<file path="config.mk">
export PLATFORM = sky130hd
export DESIGN_NAME = dds_sweep_ctrl
export DESIGN_NICKNAME = d
export VERILOG_FILES = /design/src/rtl/dds_sweep_ctrl.sv
export SDC_FILE = /design/constraint.sdc
export NUM_CORES = 1
export LEC_CHECK = 0
export CAP_MARGIN = 15
export CORE_MARGIN = 2
export CORE_UTILIZATION = 45
export DETAILED_ROUTE_END_ITERATION = 6
export PLACE_DENSITY_LB_ADDON = 0.15
export SKIP_CTS_REPAIR_TIMING = 1
export SYNTH_ARGS = -nofsm -noshare
export SYNTH_HDL_FRONTEND = slang
export SYNTH_SLANG_ARGS = --single-unit
export TNS_END_PERCENT = 30
</file>
<file path="constraint.sdc">
create_clock -name clk -period 5.4 [get_ports clk]
set_input_delay 0.81 -clock clk [delete_from_list [all_inputs] [get_ports clk]]
set_output_delay 0.81 -clock clk [all_outputs]
set_load 0.02 [all_outputs]
</file>
<file path="src/rtl/dds_sweep_ctrl.sv">
// ============================================================================
// Module      : dds_sweep_ctrl
// Description : Frequency-sweep scheduler driving the DDS Fword/Pword inputs.
//               Optional triangle sweep enabled by macro DDS_SWEEP_TRI_EN.
// Revision    : 1.0 - initial release
// ============================================================================
`default_nettype none

module dds_sweep_ctrl #(
  parameter int DWELL_W = 16
) (
  input  logic               clk,
  input  logic               reset_n,
  input  logic               cfg_valid,
  output logic               cfg_ready,
  input  logic [31:0]        cfg_fstart,
  input  logic [31:0]        cfg_fstop,
  input  logic [31:0]        cfg_fstep,
  input  logic [DWELL_W-1:0] cfg_dwell,
  input  logic [10:0]        cfg_pword,
  input  logic               cfg_repeat,
  input  logic               start,
  input  logic               abort,
  output logic [31:0]        Fword,
  output logic [10:0]        Pword,
  output logic               busy,
  output logic               done
);

  localparam logic [DWELL_W-1:0] C_DWELL_ONE = {{(DWELL_W-1){1'b0}}, 1'b1};

  typedef enum logic [0:0] {
    ST_IDLE = 1'b0,
    ST_RUN  = 1'b1
  } state_t;

  state_t             r_state;
  logic [31:0]        r_fstart;
  logic [31:0]        r_fstop;
  logic [31:0]        r_fstep;
  logic [DWELL_W-1:0] r_dwell;
  logic [10:0]        r_pword;
  logic               r_repeat;
  logic [DWELL_W-1:0] r_cnt;
  logic [31:0]        r_fword;
  logic [10:0]        r_pword_out;
  logic               r_done;

  logic [DWELL_W-1:0] w_dwell_load;
  logic [32:0]        w_sum;
  logic [31:0]        w_up_next;
  logic               w_no_span;
  logic               w_end;
  logic [31:0]        w_next;

`ifdef DDS_SWEEP_TRI_EN
  logic               r_dir_down;
  logic               w_flip;
  logic [32:0]        w_diff;
  logic [31:0]        w_dn_next;
`endif

  // A dwell of zero behaves as a dwell of one; the counter runs D-1 .. 0.
  assign w_dwell_load = (r_dwell == '0) ? '0 : (r_dwell - C_DWELL_ONE);

  always_comb begin
    w_sum     = {1'b0, r_fword} + {1'b0, r_fstep};
    w_up_next = (w_sum > {1'b0, r_fstop}) ? r_fstop : w_sum[31:0];
    w_no_span = (r_fstart >= r_fstop);
`ifdef DDS_SWEEP_TRI_EN
    // Borrow out of the 33-bit difference means we went below zero.
    w_diff    = {1'b0, r_fword} - {1'b0, r_fstep};
    w_dn_next = (w_diff[32] || (w_diff[31:0] < r_fstart)) ? r_fstart : w_diff[31:0];
    w_flip    = 1'b0;
    w_end     = 1'b0;
    w_next    = w_up_next;
    if (r_dir_down) begin
      w_end  = (r_fword == r_fstart);
      w_next = w_dn_next;
    end else if (w_no_span) begin
      w_end  = 1'b1;
    end else if (r_fword == r_fstop) begin
      // Turn around without dwelling on fstop a second time.
      w_flip = 1'b1;
      w_next = w_dn_next;
    end
`else
    w_end     = w_no_span || (r_fword == r_fstop);
    w_next    = w_up_next;
`endif
  end

  always_ff @(posedge clk or negedge reset_n) begin
    if (!reset_n) begin
      r_state     <= ST_IDLE;
      r_fstart    <= '0;
      r_fstop     <= '0;
      r_fstep     <= '0;
      r_dwell     <= '0;
      r_pword     <= '0;
      r_repeat    <= 1'b0;
      r_cnt       <= '0;
      r_fword     <= '0;
      r_pword_out <= '0;
      r_done      <= 1'b0;
`ifdef DDS_SWEEP_TRI_EN
      r_dir_down  <= 1'b0;
`endif
    end else begin
      r_done <= 1'b0;
      if (cfg_valid && (r_state == ST_IDLE)) begin
        r_fstart <= cfg_fstart;
        r_fstop  <= cfg_fstop;
        r_fstep  <= cfg_fstep;
        r_dwell  <= cfg_dwell;
        r_pword  <= cfg_pword;
        r_repeat <= cfg_repeat;
      end
      case (r_state)
        ST_IDLE: begin
          if (start && !abort) begin
            r_state     <= ST_RUN;
            r_fword     <= r_fstart;
            r_pword_out <= r_pword;
            r_cnt       <= w_dwell_load;
`ifdef DDS_SWEEP_TRI_EN
            r_dir_down  <= 1'b0;
`endif
          end
        end
        ST_RUN: begin
          if (abort) begin
            r_state <= ST_IDLE;
          end else if (r_cnt == '0) begin
            r_cnt <= w_dwell_load;
            if (w_end) begin
              if (r_repeat) begin
                r_fword    <= r_fstart;
`ifdef DDS_SWEEP_TRI_EN
                r_dir_down <= 1'b0;
`endif
              end else begin
                r_state <= ST_IDLE;
                r_done  <= 1'b1;
              end
            end else begin
              r_fword <= w_next;
`ifdef DDS_SWEEP_TRI_EN
              if (w_flip) r_dir_down <= 1'b1;
`endif
            end
          end else begin
            r_cnt <= r_cnt - C_DWELL_ONE;
          end
        end
        default: r_state <= ST_IDLE;
      endcase
    end
  end

  assign cfg_ready = (r_state == ST_IDLE);
  assign busy      = (r_state == ST_RUN);
  assign Fword     = r_fword;
  assign Pword     = r_pword_out;
  assign done      = r_done;

endmodule

`default_nettype wire

</file>
# Word-level counts from Yosys, hierarchy flattened
# Cells that the tools add are included.
# word_totals
out_inout_bits	46
reg_bits	185
word_cells	54
# op_classes
n_eq_ne	5
n_bitwise	1
add_sub_neg	3
muxes	23
reduce_logical	9
order_cmp	2
# ops
operator	count
2-to-1 mux 32 bit	6
2-to-1 mux 16 bit	4
case mux 32 bit (2 select lines)	1
adder 32 x 32 -> 33 bit	1
> comparator 33 x 32 -> 1 bit	1
equality test 32 bit	1
>= comparator 32 bit	1
logical NOT 16 bit	2
case mux 16 bit (2 select lines)	1
subtractor 16 x 1 -> 16 bit, second input constant	2
2-to-1 mux 1 bit	10
!= test 2 x 1 -> 1 bit, second input constant	2
AND reduction 2 bit	2
AND reduction 4 bit	1
!= test 3 bit, second input constant	1
logical AND 1 bit	2
!= test 2 bit, second input constant	1
case mux 1 bit (2 select lines)	1
logical NOT 1 bit	1
logical OR 1 bit	1
inverter 1 bit	1

# Longest topological paths before layout
# depth
word_depth	7
depth_mapped	21
depth_no_buf	19

# Worst setup path after synthesis
# Ideal clock, no wire load.
# synth_timing
kind	reg-to-reg
from	register r_fword[0], in the netlist Fword[0]
to	register r_fword[22], in the netlist Fword[22]
setup_ns	0.135
path_slack_ns	1.248
arrival_time_ns	4.017
path_buffers	2
path_stages_with_launch	22
period_less_slack_ns	4.152
path_cell_list	dfrtp_1 > ha_1 > fa_1 > a21oi_1 > o211ai_1 > nand2_1 > o21bai_1 > a21o_1 > a21oi_1 > xnor2_1 > ha_1 > a21o_1 > a21o_1 > a21oi_1 > o21ai_0 > a21oi_1 > a21oi_1 > a2111o_1 > buf_6 > buf_12 > mux2i_1 > a21oi_1
# synth_between
elab_chain_len	7
elab_cells_between_ends	11
cone_classes	add/sub: 1; order compare: 1; eq/ne: 2; mux: 5; reduce/logical: 2
# synth_lines
item	line	text
start, declared	45	logic [31:0] r_fword;
start signal, assigned	123	r_fword <= r_fstart;
start signal, assigned	138	r_fword <= r_fstart;
start signal, assigned	147	r_fword <= w_next;
adder 32 x 32 -> 33 bit	67	w_sum = {1'b0, r_fword} + {1'b0, r_fstep};
> comparator 33 x 32 -> 1 bit	68	w_up_next = (w_sum > {1'b0, r_fstop}) ? r_fstop : w_sum[31:0];
2-to-1 mux 32 bit	68	
2-to-1 mux 32 bit	136	if (w_end) begin
2-to-1 mux 32 bit	134	end else if (r_cnt == '0) begin
2-to-1 mux 32 bit	132	if (abort) begin
case mux 32 bit (2 select lines)	119	case (r_state)
# Parallel ways exist; a longest one is shown, timed or not. The select of a mux whose other input is x is not followed.
# A chain may end at the register's enable or synchronous reset.

# Final worst setup path
# layout_timing
from	register r_fword[8], in the netlist Fword[8]
to	register r_fword[11], in the netlist Fword[11]
# The elaborated chain is that of the path after synthesis.

==> results.yml <==
worst_setup_path:
  worst-setup-path-type: "register to register"
  cp_max_fo: 19
  reg2reg_depth: 18
  rrSetupSlack_ns: 0.66
  path_cells: "ha_1 -> a211oi_1 -> nor2_1 -> o41ai_1 -> a21oi_1 -> o21bai_1 -> a311oi_1 -> xor2_1 -> ha_1 -> nand4_1 -> nor4_1 -> nand4_1 -> nand2_1 -> a21oi_1 -> a2111o_1 -> buf_4 -> mux2i_1 -> o21ai_1"
  worstPathArrival_ns: 5.01
  worst-path-buf-inv: 1
  required_ns: 5.68
  slowest_stage: "nor4_1"
  r2r-end: "Fword[11]$_DFFE_PN0P_"
  worstSetupStartpointType: "register"
  crit_family: "compound AO/OA/AOI/OAI gates"
  endpoint_kind: "register"
  slowest_delay_ns: 0.44
  r2r_start: "Fword[8]$_DFFE_PN0P_"
logic_synthesis:
  synth-xor-area-share_pct: 5.376
  avgSynthCellArea_sq_um: 10.30
  ys.flop_type: "dfrtp_1"
  synth_compound_area_share_pct: 13.89
  synth_warnings: 0
  synth_top_family_by_area: "multiplexers"
  syn_nets: 1352
  synth_edf_count: 0
  synth-seq-cells: 185
  synth_area_sq_um: 11570
  synth-adder-area-share_pct: 10.88
  ys_types: 68
  synthArstFlopShare_pct: 100.0
  synthSimpleGateAreaFrac_pct: 11.24
  synth-seq-area-share_pct: 40.03
  synthMuxAreaShare_pct: 15.37
  synthCells: 1123
die:
  num_rows: 58
  die-area_sq_um: 27000
  die_w_um: 164.3
  initial_core_util_pct: 45.93
  ioPinCount: 175
  dieHeight_um: 164.3
  core_sq_um: 25180
placement:
  place_hpwl_mm: 22.89
  gp_congestion: 0.9057
  io_buffers: 174
  post_dp_cell_area_sq_um: 13610
detailed_routing:
  drc_errors: 0
  antenna_left: 0
  num_vias: 8999
  wl_per_cell_um: 18.81
  first_pass_iters: 5
  wl_mm: 30.62
  route.detailed.vias_per_inst: 5.528
  drt-initial-drc-count: 694
finish:
  finish.net_count: 1514
  n_antenna_cell: 0
  synthToLayoutAreaGrowth_pct: 22.37
  drive_gt1_share_pct: 11.94
  stdcell_area_sq_um: 14150
clocking:
  root_buffer: "clkbuf_16"
  clock_path_buffers: 2
  htreeDepth: 4
  cts.sinks: 185
  cts_tree: "done"
  clkLatencyLatePin_ns: 0.45
  clk_pin_slew_ns: 0.08
  cts_buffers: 17
grt:
  globalRouteOverflowTotal: 0
  grt_start_max_net_pins: 159
  grt_pass1_vias: 8939
  grtUsageTotal_pct: 23.30
  antenna_found_initial: 0
  grt_pass1_wl_mm: 48.47
timing:
  drv_slew: 0
  worstMarginPinSlew_ns: 1.030
  fmax_mhz: 211.2
  timing.hold.ws_ns: 0.4321
  rsz0062_at_grt: "no"
  finalClockSkew_ns: 0.01536
  setup_viol: 0
  period_needed_ns: 4.735
  setup_tns_ns: 0
  fin_crit_sh_pct: 87.69
  hold_violations: 0
  maxSlewHeadroom_pct: 31.32
power:
  seqPwrFrac_pct: 27.0
  p_sw_mw: 3.336
  ir_worst_vdd_v: 0.0002762
  powerDensity_nw_per_um2: 538.8
  swShare_pct: 43.74
  clkPwrFrac_pct: 15.8
  intPower_mw: 4.291
  cellLeakagePower_nw: 6.279
  pwr-share-comb_pct: 57.2
hold_path:
  hp-class: "input port to asynchronous set/reset pin"
outcome:
  outcome: "completed"
run:
  max_cap_violations: 0
==> registers in the layout (all words and copies together), names as in the netlist <==
register  flops
busy          1
r_fstep      32
done          1
r_cnt        16
r_pword      11
r_fstart     32
r_fstop      32
Pword        11
Fword        32
r_dwell      16
r_repeat      1
==> Yosys cell counts, types with 2 or more instances <==
cell / instances / area [sq um]
nand2_1: 79 / 296.5
nand4_1: 23 / 143.9
nor2b_1: 5 / 31.28
ha_1: 99 / 1239
mux2i_1: 64 / 640.6
dfrtp_1: 185 / 4629
or2_1: 4 / 25.02
o22ai_1: 5 / 31.28
a221o_1: 2 / 20.02
xnor2_1: 51 / 446.7
o31ai_1: 4 / 30.03
a211oi_1: 9 / 67.56
o21ai_1: 33 / 165.2
o21a_1: 4 / 30.03
o21bai_1: 2 / 15.01
a31oi_1: 7 / 43.79
or3_1: 6 / 37.54
buf_2: 5 / 25.02
nor3b_1: 3 / 22.52
a311oi_1: 2 / 17.52
buf_1: 5 / 18.77
inv_1: 45 / 168.9
o211ai_1: 6 / 45.04
nor4_1: 13 / 81.33
clkbuf_1: 26 / 97.59
and2_1: 25 / 156.4
nor3_1: 17 / 85.08
nand2b_1: 18 / 112.6
mux2_2: 101 / 1137
and3_1: 7 / 43.79
a22oi_1: 2 / 15.01
a21oi_1: 61 / 305.3
a21o_1: 26 / 195.2
nor2_1: 40 / 150.1
nand3_1: 12 / 60.06
a22o_1: 6 / 52.55
a41oi_1: 2 / 17.52
or2_2: 2 / 12.51
o21ai_0: 66 / 330.3
xor2_1: 20 / 175.2
buf_8: 2 / 30.03
o41ai_1: 3 / 26.28
==> kinds of logic (layout without fill, tap and decap cells) <==
kind of cell | count (synthesis) | after routing
AND/OR/NAND/NOR | 259 | 259
AO/OA/AOI/OAI | 258 | 258
flip-flops | 185 | 185
multiplexers | 165 | 165
adder cells (fa/ha/maj) | 100 | 100
buffers and inverters | 85 | 260
XOR/XNOR | 71 | 71
==> how the worst max path moves through the flow <==
stage | startpoint | endpoint | slack (ns) | depth (start not counted)
final | Fword[8]$_DFFE_PN0P_ | Fword[11]$_DFFE_PN0P_ | 0.66 | 18
after global routing | Fword[8]$_DFFE_PN0P_ | Fword[20]$_DFFE_PN0P_ | 0.25 | 18
after CTS | Fword[0]$_DFFE_PN0P_ | Fword[11]$_DFFE_PN0P_ | 0.71 | 19
after detailed placement | Fword[0]$_DFFE_PN0P_ | Fword[8]$_DFFE_PN0P_ | 0.75 | 19
after global placement | Fword[0]$_DFFE_PN0P_ | Fword[7]$_DFFE_PN0P_ | 0.80 | 19
after floorplan | Fword[0]$_DFFE_PN0P_ | Fword[22]$_DFFE_PN0P_ | 1.25 | 21
==> power by group through the flow <==
stage,logic (mW),registers (mW),clock network (mW)
5_1_grt,4.80,2.10,1.29
3_5_place_dp,4.31,2.08,0
3_3_place_gp,4.29,2.07,0
4_1_cts,4.35,2.06,1.23
2_1_floorplan,3.04,2.15,0
6_report,4.37,2.06,1.20
==> layout make-up <==
| cell class | instances | area [sq um] |
|---|---|---|
| fill | 2281 | 11030 |
| clock buffer | 19 | 432.9 |
| inverter | 45 | 168.9 |
| multi-input combinational | 853 | 6573 |
| clock inverter | 13 | 113.9 |
| timing repair buffer | 183 | 1823 |
| sequential | 185 | 4629 |
| tap | 330 | 412.9 |
==> stage by stage <==
step	total power, mW	setup slack, ns	util (%)	instances
after floorplan	5.187	1.248	-	1123
after global placement	6.358	0.7976	54.03	1596
after detailed placement	6.391	0.7519	54.03	1596
after CTS	7.639	0.7059	56.21	1628
after global routing	8.198	0.2504	56.21	1628
final	7.626	0.6646	56.21	1628
==> routing by layer <==
layer | vias to the layer above | global-route usage, % | share of wire, %
met3 | 37 | 4.949 | 5.7
met5 | - | 0 | 0
met2 | 254 | 37.69 | 46
met4 | 0 | 6.619 | 2.0
li1 | 4385 | - | -
met1 | 4323 | 31.51 | 46
==> cell usage in the layout (no fill, tap or decap), types with 6 or more instances in the layout <==
cell type,n
nand2_1,79
xnor2_1,51
clkbuf_16,17
o21ai_0,66
ha_1,99
buf_4,8
o211ai_1,6
a21o_1,26
nor2_1,40
mux2i_1,64
a31oi_1,7
a22o_1,6
nor3_1,17
and2_1,25
clkdlybuf4s50_1,173
or3_1,6
mux2_2,101
nor4_1,13
dfrtp_1,185
a211oi_1,9
o21ai_1,33
and3_1,7
xor2_1,20
nand4_1,23
nand3_1,12
nand2b_1,18
inv_1,45
a21oi_1,61
Power figures use the tool's default switching activity.
==> RTL change, RTL diff (same flow settings) <==
Add a define of `DDS_SWEEP_TRI_EN`.
--- a/src/rtl/dds_sweep_ctrl.sv
+++ b/src/rtl/dds_sweep_ctrl.sv
@@ -5,6 +5,8 @@
 // Revision    : 1.0 - initial release
 // ============================================================================
 `default_nettype none
+
+`define DDS_SWEEP_TRI_EN
 
 module dds_sweep_ctrl #(
   parameter int DWELL_W = 16
Check against the original RTL: not equivalent (Yosys sat finds a counterexample within 4 cycles, from zero or initial values and one cycle with reset_n low).
==> RTL change against the unedited design <==
  * The flow now finishes with violations (setup timing)
  * Routed wire length grew 76%
  * Count of clock-buffer cells in the layout shrank 2
  * Worst setup slack got worse by 700 ps
  * Die area increased by 29%
  * Core utilization rose by 4.6 points
  * Clock power up 13%
  * Sequential cell count rose by 1
  * Critical path depth is 9 higher
  * Design area increased by 40%
  * Synthesized area rose by 29%
  * Total power rose by 58%
==> RTL change: results <==
# TYPE chip_impl_metric gauge
chip_impl_info{name="crit-reg2reg-launch",value="Fword[0]"} 1
chip_impl_metric{name="route.detailed.wl_per_inst",unit="µm"} 21.09
chip_impl_metric{name="timing.clock.skew",unit="ps"} 18.06
chip_impl_metric{name="timing.final.ws_setup",unit="ps"} -34.22
chip_impl_metric{name="vias",unit=""} 14850
chip_impl_metric{name="timing.slew.headroom",unit="%"} 30.01
chip_impl_info{name="status",value="complete, but fails checks"} 1
chip_impl_metric{name="finalNetCount",unit=""} 2386
chip_impl_metric{name="synth.avg_cell_area",unit="µm²"} 8.460
chip_impl_metric{name="numPlacedInstances",unit=""} 2487
chip_impl_metric{name="placement.cell_area",unit="µm²"} 18330
chip_impl_metric{name="filler_cell_count",unit=""} 2969
chip_impl_metric{name="worst_r2r_path_depth",unit=""} 27
chip_impl_metric{name="cp_max_fo",unit=""} 6
chip_impl_metric{name="drt-initial-drc-count",unit=""} 1549
chip_impl_info{name="failed_checks",value="setup timing"} 1
chip_impl_metric{name="setup_viol_count_final",unit=""} 5
chip_impl_metric{name="synth.net_count",unit=""} 2063
chip_impl_info{name="reg2reg_to",value="Fword[10]"} 1
chip_impl_metric{name="globalplace.congestion",unit=""} 1.008
chip_impl_metric{name="first_global_vias",unit=""} 14450
chip_impl_metric{name="drt_pre_antenna_iters",unit=""} 7
chip_impl_metric{name="critPathArrivalTime",unit="ps"} 5800
chip_impl_metric{name="track_usage",unit="%"} 30.06
chip_impl_metric{name="post_route_cells_drive_above_1_share",unit="%"} 19.66
chip_impl_metric{name="synth.lib_cells_used.distinct",unit=""} 86
chip_impl_metric{name="pre_cts_ws",unit="ps"} -257.4
chip_impl_metric{name="avgViaCountPerCell",unit=""} 5.827
chip_impl_metric{name="leakagePower",unit="µW"} 0.008716
chip_impl_info{name="worst_hold_path_type",value="in -> async"} 1
chip_impl_metric{name="grt_max_degree",unit=""} 101
chip_impl_info{name="timing.critical_path.slowest_stage_cell",value="sky130_fd_sc_hd__or4_4"} 1
## RTL change: per-layer routing
layer / vias up / GRT usage (%) / share of wire, %
li1: 6935 / - / -
met1: 7020 / 40.34 / 42
met2: 760 / 46.56 / 45
met3: 131 / 6.733 / 8.7
met4: 0 / 13.05 / 4.1
met5: - / 0 / 0
## RTL change: area by class of cell
type	count	area (µm²)	share of cell area, %
well taps	442	553.0	2.790
clock inverters	15	182.7	0.9217
inverters	139	521.8	2.632
clock buffers	17	425.4	2.146
flip-flops and latches	186	4656	23.49
multi-input cells	1364	10040	50.65
repair buffers	385	3442	17.37
## RTL change: power breakdown
part | internal, µW | total (µW) | switching [µW]
registers | 1670 | 1970 | 296
clock network | 666 | 1350 | 687
logic | 3940 | 8750 | 4810
total | 6280 | 12100 | 5800
## RTL change: how the worst min path moves through the flow
stage	from	to	slack [ps]	cells after the start
final	reset_n	r_pword[0]	450	1
after floorplan	r_cnt[6]	r_cnt[6]	470	2
after global placement	r_pword[10]	Pword[10]	480	1
after CTS	reset_n	r_pword[0]	470	1
after detailed placement	r_pword[2]	r_pword[2]	490	1
after global routing	reset_n	r_pword[0]	510	1
## RTL change: kinds of logic after synthesis
logic type,share of synthesized area (%)
flip-flops,31.08
XOR/XNOR,7.721
multiplexers,3.869
buffers and inverters,6.041
AO/OA/AOI/OAI,22.37
adder cells (fa/ha/maj),13.80
AND/OR/NAND/NOR,15.12
## RTL change: per-stage QoR
step	power, µW	hold slack, ps
floorplan	6494	471.1
global placement	9451	482.7
detailed placement	9533	489.9
CTS	10940	473.9
global route	12770	510.5
finish	12080	449.7
